==> src/rtl/countdown_timer.sv <==
// countdown_timer: loadable down-counter with one-shot or periodic reload.
//   clk      : rising-edge clock
//   reset    : asynchronous active-high reset
//   load     : capture load_val into count and the reload register
//   load_val : countdown start value
//   en       : decrement enable (0 pauses)
//   count    : registered counter value
//   busy     : high while running
//   done     : registered single-cycle terminal pulse
//   zero     : combinational count == 0
module countdown_timer #(
    parameter int WIDTH       = 8,
    parameter int AUTO_RELOAD = 0
) (
    input  logic             clk,
    input  logic             reset,
    input  logic             load,
    input  logic [WIDTH-1:0] load_val,
    input  logic             en,
    output logic [WIDTH-1:0] count,
    output logic             busy,
    output logic             done,
    output logic             zero
);
    typedef enum logic {IDLE, RUN} state_t;
    state_t state, state_n;
    logic [WIDTH-1:0] rl, rl_n, count_n;
    logic done_n, rst_n;
    // flops clear on an active-low net derived from the external reset
    assign rst_n = ~reset;
    always_ff @(posedge clk or negedge rst_n) begin
        if (!rst_n) begin
            state <= IDLE;
            count <= '0;
            rl    <= '0;
            done  <= 1'b0;
        end else begin
            state <= state_n;
            count <= count_n;
            rl    <= rl_n;
            done  <= done_n;
        end
    end
    always_comb begin
        state_n = state;
        count_n = count;
        rl_n    = rl;
        done_n  = 1'b0;
        if (load) begin
            count_n = load_val;
            rl_n    = load_val;
            state_n = (load_val != '0) ? RUN : IDLE;
        end else if (state == RUN && en) begin
            if (count > WIDTH'(1)) begin
                count_n = count - 1'b1;
            end else if (count == WIDTH'(1)) begin
                // terminal step: pulse done, then either restart from rl or stop at 0
                done_n  = 1'b1;
                count_n = (AUTO_RELOAD != 0) ? rl : '0;
                state_n = (AUTO_RELOAD != 0) ? RUN : IDLE;
            end
        end
    end
    assign busy = (state == RUN);
    assign zero = (count == '0);
endmodule

==> config.mk <==
export PLATFORM = sky130hd
export DESIGN_NAME = countdown_timer
export DESIGN_NICKNAME = d
export VERILOG_FILES = /design/src/rtl/countdown_timer.sv
export SDC_FILE = /design/constraint.sdc
export NUM_CORES = 1
export LEC_CHECK = 0
export ABC_AREA = 1
export BUFFER_PORTS_ARGS = -buffer_cell sky130_fd_sc_hd__buf_2
export CAP_MARGIN = 20
export CELL_PAD_IN_SITES_DETAIL_PLACEMENT = 1
export CELL_PAD_IN_SITES_GLOBAL_PLACEMENT = 1
export CORE_MARGIN = 1
export CORE_UTILIZATION = 39
export CTS_BUF_LIST = sky130_fd_sc_hd__clkbuf_8
export CTS_CLUSTER_DIAMETER = 60
export CTS_CLUSTER_SIZE = 20
export DETAILED_ROUTE_END_ITERATION = 16
export GPL_TIMING_DRIVEN = 0
export MAX_ROUTING_LAYER = met4
export PLACE_DENSITY = 0.86
export SLEW_MARGIN = 20
export SYNTH_ARGS = -nofsm -noshare
export SYNTH_HDL_FRONTEND = slang
export SYNTH_SLANG_ARGS = --single-unit
export TNS_END_PERCENT = 1
==> constraint.sdc <==
create_clock -name clk -period 3.7 [get_ports clk]
set_input_delay 0.185 -clock clk [delete_from_list [all_inputs] [get_ports clk]]
set_output_delay 0.185 -clock clk [all_outputs]
set_load 0.01 [all_outputs]
==> flow_summary.ini <==
[outcome]
outcome = finished clean

[hold_path]
whs_path_depth = 3
hp-class = primary input to flip-flop
min_from = en

[global_routing]
grt_use_total_pct = 25.87
grt_use_met2_pct = 41.39
gr-total-overflow = 0
grt_use_met3_pct = 3.529
grt_pass1_vias = 797
antenna_found_initial = 0
grt_max_degree = 11
grt_util_met1_pct = 33.65
grt.busiest_layer = met2
grt_pass1_wl_um = 3767

[sta]
worst_slack_ps = 2036
rsz0062_at_grt = false
worst_pin_slew_ps = 431.7
fin_crit_ps = 1664
fin_crit_sh_pct = 44.98
maxSlewHeadroom_pct = 71.19
fmax_mhz = 600.8
setup_tns_ps = 0
skew_ps = 0.3858
report.final.hold_viol_count = 0
slew_violations = 0
finalSetupViolations = 0
whs_ps = 214.6

[setup_path]
slowest_stage = dfrtp_1
crit_chain = inv_1 -> ha_1 -> o21ai_2 -> o21ai_4 -> nand2_4 -> nand2_1 -> nand2_1
crit_required_ps = 3830
end_kind = flip-flop
reg2reg_to = count[6]
r2r_start = count[0]
cp-startpoint = count[0]
cpMostUsedCell = nand2_1
crit_fanout = 9
arrival_ps = 1800
cpPeakStageDelay_ps = 400
crit_path_start_kind = flip-flop
worstSetupPathType = flip-flop to flip-flop
r2r_cells = 7
cp-endpoint = count[6]
reg2reg_slack_ps = 2040

[place]
post-place-ws_ps = 2064
io_buffers = 22
routabilityCongestion = 0.8210
place.detailed.hpwl_um = 1629

[route]
num_vias = 820
drtPass1Iterations = 4
drc_errors = 0
drtIter0Drc = 8
viasPerCell = 4.970
final_antenna_net_count = 0
wirelength_um = 2236
routedWlPerCell_um = 13.55

[die]
die_w_um = 46.60
die_area_um2 = 2172
die_h_um = 46.60
ios = 23
start_util_pct = 43.06
fp-row-count = 15
core-area_um2 = 1802

[cells_and_area]
final_nets = 156
n_fill_cell = 248
layout_commonest_cell = nand2_1
layout-drive-gt1-share_pct = 25.71
final_core_util_pct = 54.51
layout_common_cells = nand2_1, buf_2, dfrtp_1
antenna_cells = 0
area_delta_synth_final_pct = 26.61

[power]
p_leak_nw = 0.5511
seqPwrFrac_pct = 31.1
combinationalPowerShare_pct = 42.4
power_switching_uw = 231.1
peakVddDrop_mv = 0.2619
clockPowerShare_pct = 26.5
internal_power_uw = 311.4
power_density_nw_per_um2 = 552.3
finalPower_uw = 542.5
power_switching_share_pct = 42.59

[clock_tree]
cts_buffer_depth = 2
cts.sinks = 10
cts_resized = 0
cts-root-buf = clkbuf_8
h-tree-depth = 1
clock_latency_ps = 240
clk_pin_slew_ps = 50
cts_buffers = 3
cts_tree = built

[yosys]
synth_nets = 128
synth-seq-cells = 10
syn_avg_cell_area_um2 = 6.865
synthCells = 113
synth.distinct_cells = 21
yosysWarningCount = 0
seq_area_frac_synth_pct = 32.26
synth_area_um2 = 775.7

[flow_run]
drv_cap = 0
-- layout make-up --
cell class                      count  area, µm²  area share, %
Multi-Input combinational cell     92      484.2          49.30
Sequential cell                    10      250.2          25.48
Timing Repair Buffer               23      120.1          12.23
Clock buffer                        4      55.05          5.605
Inverter                           10      37.54          3.822
Tap cell                           25      31.28          3.185
Buffer                              1      3.754         0.3822
-- cells in the mapped netlist, drive strengths merged --
cell,count,share of area (%)
nand2,57,29
dfrtp,10,32
inv,10,4.8
nor2,10,7.4
nand3,9,7.4
o21ai,4,4.5
ha,3,4.8
nor4,3,2.4
xor2,2,2.3
a21oi,1,2.1
clkbuf,1,0.48
nand3b,1,0.97
nand4,1,0.81
xnor2,1,1.1
-- logic make-up (layout without fill, tap and decap cells) --
kind of cell,count (synthesis),in the layout,share of synthesized area (%)
adder cells (fa/ha/maj),3,3,4.839
AND/OR/NAND/NOR,81,81,47.58
XOR/XNOR,3,3,3.388
AO/OA/AOI/OAI,5,5,6.614
buffers and inverters,11,38,5.321
flip-flops,10,10,32.26
-- through the flow --
step           std cells  cell area [µm²]
2_1_floorplan        113            775.7
3_3_place_gp         160            917.1
3_5_place_dp         160            917.1
4_1_cts              165            982.2
5_1_grt              165            982.2
6_report             165            982.2
-- per-layer routing --
layer,part of all wire (%),up-vias
li1,-,406
met1,45,391
met2,51,21
met3,3.2,2
met4,0.81,0
met5,0,-
-- power by group through the flow --
stage	sequential (mW)	clock [mW]	combinational, mW
2_1_floorplan	0.174	0	0.150
3_3_place_gp	0.168	0	0.216
3_5_place_dp	0.168	0	0.226
4_1_cts	0.168	0.143	0.232
5_1_grt	0.172	0.150	0.261
6_report	0.169	0.144	0.230
-- state kept, by name, summed over array words and instances (netlist names) --
signal and cells:
count 8, done 1, busy 1
-- how the worst min path moves through the flow --
stage               slack, ps    to
global placement          190  done
finish                    210  done
global route              240  done
floorplan                  30  busy
CTS                       220  done
detailed placement        200  busy
-- worst max-delay path, delay by kind of cell (launching register included) --
family          cells  cell delay [ps]
buf+inv             1              150
simple gates        3              290
compound gates      2              450
flops               1              400
fa+ha+maj           1              270
-- repair_timing --
action                                 4_1_cts  5_1_grt
buffers inserted                             0        0
hold buffers                                 1        0
endpoints found under the hold margin       10        0
(Power assumes the default switching activity.)
